<file path="config.mk">
export PLATFORM = sky130hd
export DESIGN_NAME = exec_ctrl
export DESIGN_NICKNAME = d
export VERILOG_FILES = /design/src/rtl/exec_pkg.sv /design/src/rtl/sw_debounce.sv /design/src/rtl/exec_ctrl.sv
export SDC_FILE = /design/constraint.sdc
export NUM_CORES = 1
export LEC_CHECK = 0
export CORE_MARGIN = 2
export CORE_UTILIZATION = 60
export CTS_CLUSTER_DIAMETER = 40
export CTS_CLUSTER_SIZE = 25
export DETAILED_ROUTE_END_ITERATION = 8
export PLACE_DENSITY = 0.77
export SYNTH_ARGS = -nofsm -noshare
export SYNTH_HDL_FRONTEND = slang
export SYNTH_SLANG_ARGS = --single-unit
</file>
<file path="constraint.sdc">
create_clock -name clk_in -period 4.3 [get_ports clk_in]
set_clock_uncertainty 0.05 [all_clocks]
set_input_delay 0.86 -clock clk_in [delete_from_list [all_inputs] [get_ports clk_in]]
set_output_delay 0.86 -clock clk_in [all_outputs]
set_load 0.01 [all_outputs]
</file>
<file path="src/rtl/exec_pkg.sv">
// Shared definitions for the execution controller: FSM state type and a
// helper that sizes counters from their terminal counts.
package exec_pkg;

    localparam int unsigned STATE_W = 2;

    typedef enum logic [STATE_W-1:0] {
        IDLE  = 2'd0,
        RUN   = 2'd1,
        STEP  = 2'd2,
        CLEAR = 2'd3
    } state_t;

    // Bits needed to hold values 0..n
    function automatic int unsigned cnt_width(input int unsigned n);
        return (n < 1) ? 1 : $clog2(n + 1);
    endfunction

endpackage

</file>
<file path="src/rtl/sw_debounce.sv">
// Two-flop synchronizer plus debounce counter; toggle pulses for one cycle
// in the cycle the debounced level changes.
module sw_debounce
    import exec_pkg::*;
#(
    parameter int unsigned DEB_CYCLES = 100000
) (
    input  logic clk_in,
    input  logic reset,
    input  logic sw,
    output logic level,
    output logic toggle
);

    localparam int unsigned CW = cnt_width(DEB_CYCLES);

    logic          sync1;
    logic          sync2;
    logic [CW-1:0] cnt;

    always_ff @(posedge clk_in or posedge reset) begin
        if (reset) begin
            sync1  <= 1'b0;
            sync2  <= 1'b0;
            level  <= 1'b0;
            toggle <= 1'b0;
            cnt    <= '0;
        end else begin
            sync1  <= sw;
            sync2  <= sync1;
            toggle <= 1'b0;
            // Accept the new level only after an unbroken run of mismatches
            if (sync2 != level) begin
                if (cnt == CW'(DEB_CYCLES - 1)) begin
                    level  <= sync2;
                    toggle <= 1'b1;
                    cnt    <= '0;
                end else begin
                    cnt <= cnt + CW'(1);
                end
            end else begin
                cnt <= '0;
            end
        end
    end

endmodule

</file>
<file path="src/rtl/exec_ctrl.sv">
// Execution controller: debounced switches drive a halt/run/step/clear FSM
// that issues single-cycle CPU enables and a timed CPU clear.
module exec_ctrl
    import exec_pkg::*;
#(
    parameter int unsigned DEB_CYCLES = 100000,
    parameter int unsigned SLOW_DIV   = 50000000,
    parameter int unsigned FAST_DIV   = 5000000,
    parameter int unsigned CLR_CYCLES = 2
) (
    input  logic       clk_in,
    input  logic       reset,
    input  logic       sw_run,
    input  logic       sw_step,
    input  logic       sw_fast,
    input  logic       sw_clr,
    input  logic       halt_in,
    output logic       cpu_en,
    output logic       cpu_clr,
    output logic [1:0] mode,
    output logic       halted
);

    localparam int unsigned MAX_DIV = (SLOW_DIV > FAST_DIV) ? SLOW_DIV : FAST_DIV;
    localparam int unsigned PW      = cnt_width(MAX_DIV);
    localparam int unsigned CLW     = cnt_width(CLR_CYCLES);

    // Switch index: 0 run, 1 step, 2 fast, 3 clr
    logic [3:0] sw_raw;
    logic [3:0] sw_lvl;
    logic [3:0] sw_tog;

    assign sw_raw = {sw_clr, sw_fast, sw_step, sw_run};

    for (genvar g = 0; g < 4; g++) begin : g_deb
        sw_debounce #(.DEB_CYCLES(DEB_CYCLES)) u_deb (
            .clk_in (clk_in),
            .reset  (reset),
            .sw     (sw_raw[g]),
            .level  (sw_lvl[g]),
            .toggle (sw_tog[g])
        );
    end

    logic run_rise;
    logic step_rise;
    logic clr_rise;
    logic fast_chg;

    assign run_rise  = sw_tog[0] & sw_lvl[0];
    assign step_rise = sw_tog[1] & sw_lvl[1];
    assign fast_chg  = sw_tog[2];
    assign clr_rise  = sw_tog[3] & sw_lvl[3];

    state_t         state;
    state_t         state_n;
    logic           cpu_en_n;
    logic           cpu_clr_n;
    logic           halted_n;
    logic [PW-1:0]  pre_cnt;
    logic [PW-1:0]  div_m1;
    logic [CLW-1:0] clr_cnt;
    logic           tick;
    logic           clr_done;

    assign div_m1   = sw_lvl[2] ? PW'(FAST_DIV - 1) : PW'(SLOW_DIV - 1);
    assign tick     = (state == RUN) && (pre_cnt == div_m1) && !fast_chg;
    assign clr_done = (clr_cnt == CLW'(CLR_CYCLES - 1));
    assign mode     = state;

    // Prescaler only advances in RUN; a speed change restarts the period
    always_ff @(posedge clk_in or posedge reset) begin
        if (reset) begin
            pre_cnt <= '0;
        end else if ((state != RUN) || fast_chg || tick) begin
            pre_cnt <= '0;
        end else begin
            pre_cnt <= pre_cnt + PW'(1);
        end
    end

    always_ff @(posedge clk_in or posedge reset) begin
        if (reset) begin
            clr_cnt <= '0;
        end else if (state != CLEAR) begin
            clr_cnt <= '0;
        end else begin
            clr_cnt <= clr_cnt + CLW'(1);
        end
    end

    always_ff @(posedge clk_in or posedge reset) begin
        if (reset) begin
            state   <= IDLE;
            cpu_en  <= 1'b0;
            cpu_clr <= 1'b0;
            halted  <= 1'b0;
        end else begin
            state   <= state_n;
            cpu_en  <= cpu_en_n;
            cpu_clr <= cpu_clr_n;
            halted  <= halted_n;
        end
    end

    // Next-state and next-output decode; leaving RUN swallows a coinciding tick
    always_comb begin
        state_n   = state;
        cpu_en_n  = 1'b0;
        cpu_clr_n = 1'b0;
        halted_n  = halted;
        case (state)
            IDLE: begin
                if (clr_rise) begin
                    state_n   = CLEAR;
                    cpu_clr_n = 1'b1;
                end else if (run_rise) begin
                    state_n  = RUN;
                    halted_n = 1'b0;
                end else if (step_rise) begin
                    state_n  = STEP;
                    cpu_en_n = 1'b1;
                end
            end
            RUN: begin
                if (clr_rise) begin
                    state_n   = CLEAR;
                    cpu_clr_n = 1'b1;
                end else if (!sw_lvl[0]) begin
                    state_n = IDLE;
                end else if (halt_in) begin
                    state_n  = IDLE;
                    halted_n = 1'b1;
                end else if (tick) begin
                    cpu_en_n = 1'b1;
                end
            end
            STEP: begin
                state_n = IDLE;
            end
            CLEAR: begin
                halted_n = 1'b0;
                if (clr_done) begin
                    state_n = IDLE;
                end else begin
                    cpu_clr_n = 1'b1;
                end
            end
        endcase
    end

endmodule

</file>
==> qor.csv, run 1 <==
metric,value,unit
seq_area,2930,µm²
ys.flop_type,dfrtp_1,
drt_iter0_drc,203,
die_h,101,µm
drt-wirelength-per-cell,15.3,µm
antenna_cells,0,
viasPerCell,5.96,
root_buffer,clkbuf_8,
cp.arrival,2.92,ns
grt_max_degree,70,
start_util,61.4,%
worstSetupPathType,flop to flop,
p_per_area,394,nW/µm²
relSlewSlack,19.8,%
gp_congestion,0.881,
yosys.cell_types.count,46,
ys_ff_latch,117,
finalHoldViolCount,0,
clock_latency,0.51,ns
drt-total-wl,10600,µm
cap_violations,0,
num_rows,35,
end_kind,flop,
drc,0,
startpoint,pre_cnt[0]$_DFF_PP0_,
timing.hold.ws,0.296,ns
holdPathStages,0,
io_buffer_count,11,
synthCells,559,
layout-drive-gt1-share,7.34,%
antenna_found_initial,0,
dp_hpwl,6980,µm
status,"finished, final reports clean",
multi_input_comb_area,2580,µm²
synthTopCellsByArea,"dfrtp_1, xor2_1, nor2_1",
syn_area_per_cell,10.1,µm²
yosysWarnings,0,
fin_tns_setup,0,ns
max_freq,0.382,GHz
synth_top_area_share,52.1,%
critPathLaunchType,flop,
dieWidth,101,µm
p_leak,0.00254,µW
syn-cell-area,5620,µm²
slew_viol_final,0,
ctsResizeCount,0,
clock_sinks,117,
vias,4151,
peakVddDrop,0.000388,V
syn_nets,572,
r2r-start,pre_cnt[0]$_DFF_PP0_,
yosys-top-cells-count,"dfrtp_1, nor2_1, nand2_1, xor2_1, xnor2_1",
cts_tree,yes,
hp-start,g_deb[1].u_deb.sync1$_DFF_PP0_,
setup_viol_count_final,0,
finalPower,2520,µW
coreArea,9150,µm²
track_usage,22.9,%
min_period,2.62,ns
reg2reg_depth,6,
antenna_left,0,
cp_max_fo,12,
holdBufCountCts,0,
instances_no_fill,697,
yosys.cell_count.top_type,dfrtp_1,
drtPass1Iterations,4,
gr-total-overflow,0,
async_flop_share,100,%
placed_cells,666,
rsz0062_at_grt,false,
finalNetCount,587,
seq_area_frac_synth,52.1,%
hold_path.class,flop to flop,
required,4.60,ns
worstMarginPinSlew,1.20,ns
syn2layout_area_growth,13.7,%
cts_setup_buffers,0,
cts_buffers,17,
clkTransAtPathRegs,0.05,ns
grt_pass1_vias,4062,
grt_pass1_wl,18300,µm
synth_top_area_cell,dfrtp_1,
htreeDepth,4,
dieArea,10200,µm²
cts.path.max_buffers,2,
synth-edff-count,0,
pin_count,12,
finalCritPeriodShare,60.9,%
fillCellCount,674,
[cell usage in the layout, fill, tap and decap left out, drive strengths merged, types with 15 or more instances in the layout]
cell,synthesis,final
nor3,15,15
a21oi,24,24
o21ai,18,18
nand3,29,29
dfrtp,117,117
xor2,36,36
and4,15,15
nand4,28,28
clkbuf,14,21
nand2,39,39
nor2,80,80
or3,21,21
xnor2,34,34
[cells by family (layout without fill, tap and decap cells)]
| logic type | Yosys count | in the layout | share of synthesized area [%] |
|---|---|---|---|
| and+or+nand+nor | 266 | 266 | 25.5 |
| DFF | 117 | 117 | 52.1 |
| xor gates and xnor gates | 70 | 70 | 10.9 |
| AOI/OAI and AO/OA | 65 | 65 | 7.10 |
| buffers and inverters | 30 | 57 | 2.11 |
| adders and majority gates | 6 | 6 | 1.33 |
| muxes | 5 | 5 | 0.979 |
[path summary, 6_finish.rpt]
kind	endpoint	slack (ns)
max	pre_cnt[21]$_DFF_PP0_	1.68
min	g_deb[1].u_deb.sync2$_DFF_PP0_	0.30
max reg2reg	pre_cnt[21]$_DFF_PP0_	1.68
min reg2reg	g_deb[1].u_deb.sync2$_DFF_PP0_	0.30
max in group asynchronous	g_deb[2].u_deb.cnt[0]$_DFF_PP0_	2.65
min in group asynchronous	g_deb[1].u_deb.cnt[9]$_DFF_PP0_	0.82
[flip-flops by register name (all words and copies together), names as in the netlist]
register,flops
g_deb.u_deb.cnt,68
pre_cnt,26
g_deb.u_deb.level,4
g_deb.u_deb.sync1,4
g_deb.u_deb.sync2,4
g_deb.u_deb.toggle,4
clr_cnt,2
mode,2
cpu_clr,1
cpu_en,1
halted,1
[per-stage QoR]
stage | cell area [µm²] | utilization [%] | setup WS (ns)
floorplan | 5620 | - | 0.289
global placement | 5830 | 63.7 | 1.84
detailed placement | 5830 | 63.7 | 1.79
CTS | 6400 | 69.9 | 1.69
global route | 6400 | 69.9 | 1.51
finish | 6400 | 69.9 | 1.68
[power by group]
group,internal (µW),switching [µW]
logic,18.2,42.8
clock network,859,478
registers,1120,10.3
total,1990,531
[cell type report]
cell class / instances / share of cell area (%)
Clock buffer: 21 / 7.18
Timing Repair Buffer: 13 / 2.15
Tap cell: 111 / 2.17
Inverter: 13 / 0.802
Clock inverter: 10 / 1.64
Multi-Input combinational cell: 412 / 40.3
Sequential cell: 117 / 45.8
[critical path, cell delays in order (launching register included)]
cell and delay (ns):
dfrtp_1 0.40, ha_1 0.22, nand3_2 0.17, or4_1 0.55, o21bai_1 0.63, buf_4 0.31
a22oi_1 0.11
[routing by layer]
layer	part of all wire, %	track usage (%)	vias to the layer above	wire length, µm
met4	0.82	9.80	0	87
li1	-	-	2027	-
met3	4.0	6.45	9	423
met5	0	0	-	0
met1	48	31.1	2028	5100
met2	47	34.6	87	5030
No activity file was read; power rests on OpenSTA's default activity.
==> run 2, diff against run 1 <==
Settings changed: CORE_UTILIZATION 60 to 56, PLACE_DENSITY 0.77 to 0.76.
Clock period 4.3 ns to 2.2 ns, I/O delays scaled along.
==> run 2 against run 1 <==
- clock power rose by 120%
- final area rose by 4.4%
- worst hold slack gained 0.0041 ns
- utilization down 1.6 points
- register-to-register slack got worse by 1.6 ns
- die area grew 6.9%
- highest routed layer unchanged
==> qor.csv, run 2 (synthesis gave the netlist of run 1 again) <==
metric,value,unit,change
crit_slowest_cell,or4b_1,,
worstSetupPathType,flop to flop,,
r2r-end,g_deb[3].u_deb.level$_DFFE_PP0P_,,
vias,4263,,+2.7%
clkTransAtPathRegs,0.06,ns,about the same
max_freq,0.471,GHz,+23%
dieWidth,104,µm,+3.4%
whs_endpoint,g_deb[0].u_deb.sync2$_DFF_PP0_,,
setup_ws,0.0786,ns,-1.60 ns
dp_hpwl,7450,µm,+6.8%
relSlewSlack,71.0,%,+51 points
fillCellCount,734,,+8.9%
antenna_cells,0,,unchanged
slew_viol_final,0,,unchanged
gp_congestion,0.855,,-3.0%
coreArea,9770,µm²,+6.8%
io_buffer_count,11,,unchanged
layout-drive-gt1-share,11.1,%,+3.7 points
hp-start,g_deb[0].u_deb.sync1$_DFF_PP0_,,
antenna_left,0,,unchanged
drt_iter0_drc,251,,+24%
holdBufCountCts,0,,unchanged
largest_register_ffs,68,,unchanged
dieArea,10900,µm²,+6.9%
root_buffer,clkbuf_8,,
end_kind,flop,,
cts_buffers,17,,unchanged
cts_setup_buffers,0,,unchanged
cap_violations,0,,unchanged
finalHoldViolCount,0,,unchanged
gr-total-overflow,0,,unchanged
cp.arrival,2.47,ns,-0.45 ns
cts.path.max_buffers,2,,unchanged
clock_sinks,117,,unchanged
drt-total-wl,11300,µm,+5.7%
track_usage,22.8,%,-0.083 points
drt-wirelength-per-cell,15.2,µm,-0.28%
final_common_cell,dfrtp_1,,
holdPathStages,0,,unchanged
crit_family,simple AND/OR/NAND/NOR gates,,
pin_count,12,,unchanged
antenna_found_initial,0,,unchanged
drc,0,,unchanged
start_util,57.5,%,-3.9 points
multi_input_comb_area,2600,µm²,+0.73%
num_rows,36,,+2.9%
p_per_area,793,nW/µm²,+100%
peakVddDrop,0.000697,V,+80%
die_h,104,µm,+3.4%
setup_viol_count_final,0,,unchanged
rsz0062_at_grt,false,,
clock_latency,0.52,ns,about the same
crit_buf_inv,0,,-1
syn2layout_area_growth,18.7,%,
place_ws,-0.0280,ns,-1.82 ns
critPathMaxStageDelay,0.56,ns,-0.07 ns
grt_pass1_vias,4226,,+4.0%
cts_tree,yes,,
rrSetupSlack,0.08,ns,-1.60 ns
critPathLaunchType,flop,,
reg2reg_depth,4,,-2
grt_pass1_wl,19900,µm,+8.5%
largestRegisters,"g_deb.u_deb.cnt: 68 flops, pre_cnt: 26 flops",,
hold_path.class,flop to flop,,
p_leak,0.00266,µW,+4.8%
seq_area,2930,µm²,unchanged
finalCritPeriodShare,96.4,%,+36 points
viasPerCell,5.77,,-3.1%
finalPower,5300,µW,+110%
r2r-start,g_deb[3].u_deb.cnt[12]$_DFF_PP0_,,
required,2.55,ns,-2.05 ns
htreeDepth,4,,unchanged
regMostFlops,g_deb.u_deb.cnt,,
grt_max_degree,62,,-11%
min_period,2.12,ns,-0.498 ns
finalNetCount,606,,+3.2%
most-common-layout-cells,"dfrtp_1, nor2_1, nand2_1, xor2_1, xnor2_1",,
status,"finished, final reports clean",,
cp_max_fo,3,,-9
drtPass1Iterations,4,,unchanged
path_cells,or4b_1 > or4_4 > nor3_2 > mux2_2,,
worstMarginPinSlew,0.431,ns,-0.769 ns
fin_tns_setup,0,ns,unchanged
==> run 2: changes by cell type in the layout (fill, tap and decap cells not counted), sizes merged <==
cell | before | now
buf | 2 | 21
bufinv | 2 | 5
clkinv | 6 | 4
clkbuf | 21 | 20
clkinvlp | 2 | 3
==> run 2: area by class of cell <==
type	count	share of cell area [%]
Inverter	13	0.787
Multi-Input combinational cell	412	38.9
Clock inverter	12	3.02
Clock buffer	20	6.52
Tap cell	133	2.49
Sequential cell	117	43.9
Timing Repair Buffer	32	4.44
==> run 2: timing repair <==
| action | 4_1_cts | 5_1_grt |
|---|---|---|
| gates cloned | 0 | 0 |
| endpoints found under the setup margin | 2 | 14 |
| pin swaps | 0 | 1 |
| gates resized for setup | 1 | 5 |
==> run 2: metrics by stage <==
step                hold slack [ns]  std cells  cell area, µm²  util (%)
floorplan                     0.281        559            5630         -
global placement              0.284        707            6020      61.6
detailed placement            0.289        707            6020      61.6
CTS                           0.282        739            6660      68.1
global route                  0.293        739            6680      68.3
finish                        0.300        739            6680      68.3
==> run 2: report_power, final <==
| group | leakage (µW) | total, µW | internal [µW] | switching, µW |
|---|---|---|---|---|
| Combinational | 0.000753 | 132 | 45.4 | 86.3 |
| Sequential | 0.00160 | 2200 | 2180 | 21.3 |
| Clock | 0.000305 | 2960 | 1990 | 979 |
==> run 2: worst register-to-register path: stages (launching register included) <==
cell and delay [ns]:
dfrtp_1 0.39, or4b_1 0.56, or4_4 0.54, nor3_2 0.13, mux2_2 0.34
==> run 2: worst max path at each step <==
stage,end,from,slack [ns],depth (start not counted)
after global placement,pre_cnt[24]$_DFF_PP0_,pre_cnt[1]$_DFF_PP0_,0.08,5
after floorplan,pre_cnt[24]$_DFF_PP0_,pre_cnt[0]$_DFF_PP0_,0.06,6
final,g_deb[3].u_deb.level$_DFFE_PP0P_,g_deb[3].u_deb.cnt[12]$_DFF_PP0_,0.08,4
after CTS,g_deb[3].u_deb.level$_DFFE_PP0P_,g_deb[3].u_deb.cnt[12]$_DFF_PP0_,0.04,4
after global routing,pre_cnt[24]$_DFF_PP0_,pre_cnt[1]$_DFF_PP0_,0.02,5
after detailed placement,pre_cnt[22]$_DFF_PP0_,pre_cnt[1]$_DFF_PP0_,-0.03,5
==> run 2: layer usage <==
metal | vias up | wire, µm | track usage [%]
li1 | 2066 | - | -
met2 | 62 | 5550 | 35.9
met4 | 0 | 123 | 8.11
met5 | - | 0 | 0
met1 | 2125 | 5210 | 30.5
met3 | 10 | 378 | 6.33
==> run 3, diff against run 2 <==
Settings changed: CELL_PAD_IN_SITES_DETAIL_PLACEMENT set to 1, CELL_PAD_IN_SITES_GLOBAL_PLACEMENT set to 1, CORE_UTILIZATION 56 to 46, CTS_BUF_LIST set to sky130_fd_sc_hd__clkbuf_2 sky130_fd_sc_hd__clkbuf_4 sky130_fd_sc_hd__clkbuf_8, PLACE_DENSITY 0.76 to unset, PLACE_DENSITY_LB_ADDON set to 0.1.
==> run 3 against run 2 <==
- fmax fell by 1.3%
- wire length rose by 12%
- setup slack got worse by 0.028 ns
- clock power fell by 20%
- final cell count rose by 2.4%
- worst hold slack improved by 0.0074 ns
- critical path depth did not move
- critical path type unchanged
- critical endpoint unchanged
- largest cell class unchanged
==> qor.csv, run 3 (synthesis gave the netlist of run 1 again) <==
metric,value,unit,change
final_area,6570,µm²,-1.6%
worstMarginPinSlew,0.455,ns,+0.0237 ns
finalHoldViolCount,0,,unchanged
whs_endpoint,g_deb[0].u_deb.sync2$_DFF_PP0_,,
drtPass1Iterations,4,,unchanged
path_cells,or4b_1 > or4_4 > nor3_1 > mux2_2,,
cts_setup_buffers,0,,unchanged
r2r-start,g_deb[3].u_deb.cnt[12]$_DFF_PP0_,,
gp_congestion,0.819,,-4.2%
ctsResizeCount,0,,-1
grt_pass1_vias,4511,,+6.7%
crit_family,simple AND/OR/NAND/NOR gates,,
critPathLaunchType,flop,,
grt_max_degree,34,,-45%
largestRegisters,"g_deb.u_deb.cnt: 68 flops, pre_cnt: 26 flops",,
largest_register_ffs,68,,unchanged
start_util,47.0,%,-11 points
track_usage,21.8,%,-1.0 points
hp-start,g_deb[0].u_deb.sync1$_DFF_PP0_,,
seq_area,2930,µm²,unchanged
critPathMaxStageDelay,0.53,ns,-0.03 ns
cp.arrival,2.43,ns,-0.04 ns
status,"finished, final reports clean",,
multi_input_comb_area,2580,µm²,-0.43%
rrSetupSlack,0.05,ns,-0.03 ns
cts_tree,yes,,
max_freq,0.465,GHz,-1.3%
min_period,2.15,ns,+0.0284 ns
regMostFlops,g_deb.u_deb.cnt,,
pin_count,12,,unchanged
drt-wirelength-per-cell,16.7,µm,+9.8%
clock_sinks,117,,unchanged
crit_buf_inv,0,,unchanged
p_leak,0.00263,µW,-1.2%
crit_slowest_cell,or4b_1,,
die_h,115,µm,+9.9%
hold_path.class,flop to flop,,
viasPerCell,5.61,,-2.7%
finalCritPeriodShare,97.7,%,+1.3 points
cts.path.max_buffers,2,,unchanged
fin_tns_setup,0,ns,unchanged
drt-total-wl,12700,µm,+12%
place_ws,0.0169,ns,+0.0449 ns
holdPathStages,0,,unchanged
rsz0062_at_grt,false,,
reg2reg_depth,4,,unchanged
slew_viol_final,0,,unchanged
relSlewSlack,69.2,%,-1.7 points
fillCellCount,1305,,+78%
peakVddDrop,0.000494,V,-29%
p_per_area,717,nW/µm²,-9.6%
cp_max_fo,3,,unchanged
timing.hold.ws,0.308,ns,+0.00744 ns
cap_violations,0,,unchanged
dieWidth,115,µm,+9.9%
cts_buffers,17,,unchanged
dp_hpwl,8790,µm,+18%
required,2.48,ns,-0.07 ns
grt_pass1_wl,22500,µm,+13%
antenna_cells,0,,unchanged
holdBufCountCts,0,,unchanged
antenna_left,0,,unchanged
io_buffer_count,11,,unchanged
worstSetupPathType,flop to flop,,
root_buffer,clkbuf_8,,
setup_viol_count_final,0,,unchanged
clock_latency,0.44,ns,-0.08 ns
num_rows,40,,+11%
clkTransAtPathRegs,0.07,ns,about the same
coreArea,12000,µm²,+22%
final_common_cell,dfrtp_1,,
r2r-end,g_deb[3].u_deb.level$_DFFE_PP0P_,,
dieArea,13100,µm²,+21%
end_kind,flop,,
syn2layout_area_growth,16.8,%,
layout-drive-gt1-share,11.5,%,+0.42 points
htreeDepth,4,,unchanged
gr-total-overflow,0,,unchanged
place_area,6090,µm²,+1.2%
drt_iter0_drc,225,,-10%
setup_ws,0.0502,ns,-0.0284 ns
drc,0,,unchanged
antenna_found_initial,0,,unchanged
most-common-layout-cells,"dfrtp_1, nor2_1, nand2_1, xor2_1, xnor2_1",,
finalNetCount,610,,+0.66%
vias,4247,,-0.38%
==> run 3: area by class of cell <==
cell class / instances / area share, %
Sequential cell: 117 / 44.6
Multi-Input combinational cell: 412 / 39.4
Timing Repair Buffer: 36 / 5.30
Clock buffer: 21 / 4.02
Clock inverter: 11 / 3.13
Tap cell: 147 / 2.80
Inverter: 13 / 0.800
==> run 3: per-stage QoR <==
step                util (%)  total power [µW]  instances
finish                  54.9              4710        757
global route            54.9              4870        757
CTS                     54.8              4780        757
detailed placement      50.9              2390        725
global placement        50.9              2380        725
floorplan                  -              2320        559
==> run 3: worst max path at each step <==
stage	start	endpoint	slack [ns]	cells past startpoint
2_1_floorplan	pre_cnt[0]$_DFF_PP0_	pre_cnt[24]$_DFF_PP0_	0.06	6
3_3_place_gp	g_deb[3].u_deb.cnt[12]$_DFF_PP0_	g_deb[3].u_deb.level$_DFFE_PP0P_	0.07	4
3_5_place_dp	pre_cnt[0]$_DFF_PP0_	pre_cnt[20]$_DFF_PP0_	0.02	6
4_1_cts	pre_cnt[0]$_DFF_PP0_	pre_cnt[20]$_DFF_PP0_	0.03	6
5_1_grt	g_deb[3].u_deb.cnt[12]$_DFF_PP0_	g_deb[3].u_deb.level$_DFFE_PP0P_	0.01	4
6_report	g_deb[3].u_deb.cnt[12]$_DFF_PP0_	g_deb[3].u_deb.level$_DFFE_PP0P_	0.05	4
==> run 3: per-layer routing <==
metal | part of all wire (%) | global-route usage (%) | vias up
li1 | - | - | 2065
met2 | 47 | 33.4 | 38
met1 | 49 | 30.4 | 2130
met4 | 1.1 | 7.72 | 0
met3 | 2.2 | 4.98 | 14
met5 | 0 | 0 | -
==> run 3: power breakdown <==
| group | internal [µW] | total [µW] | leakage (µW) | switching (µW) |
|---|---|---|---|---|
| Combinational | 52.1 | 142 | 0.000783 | 90.1 |
| Clock | 1500 | 2370 | 0.000245 | 868 |
| Sequential | 2180 | 2200 | 0.00160 | 21.0 |
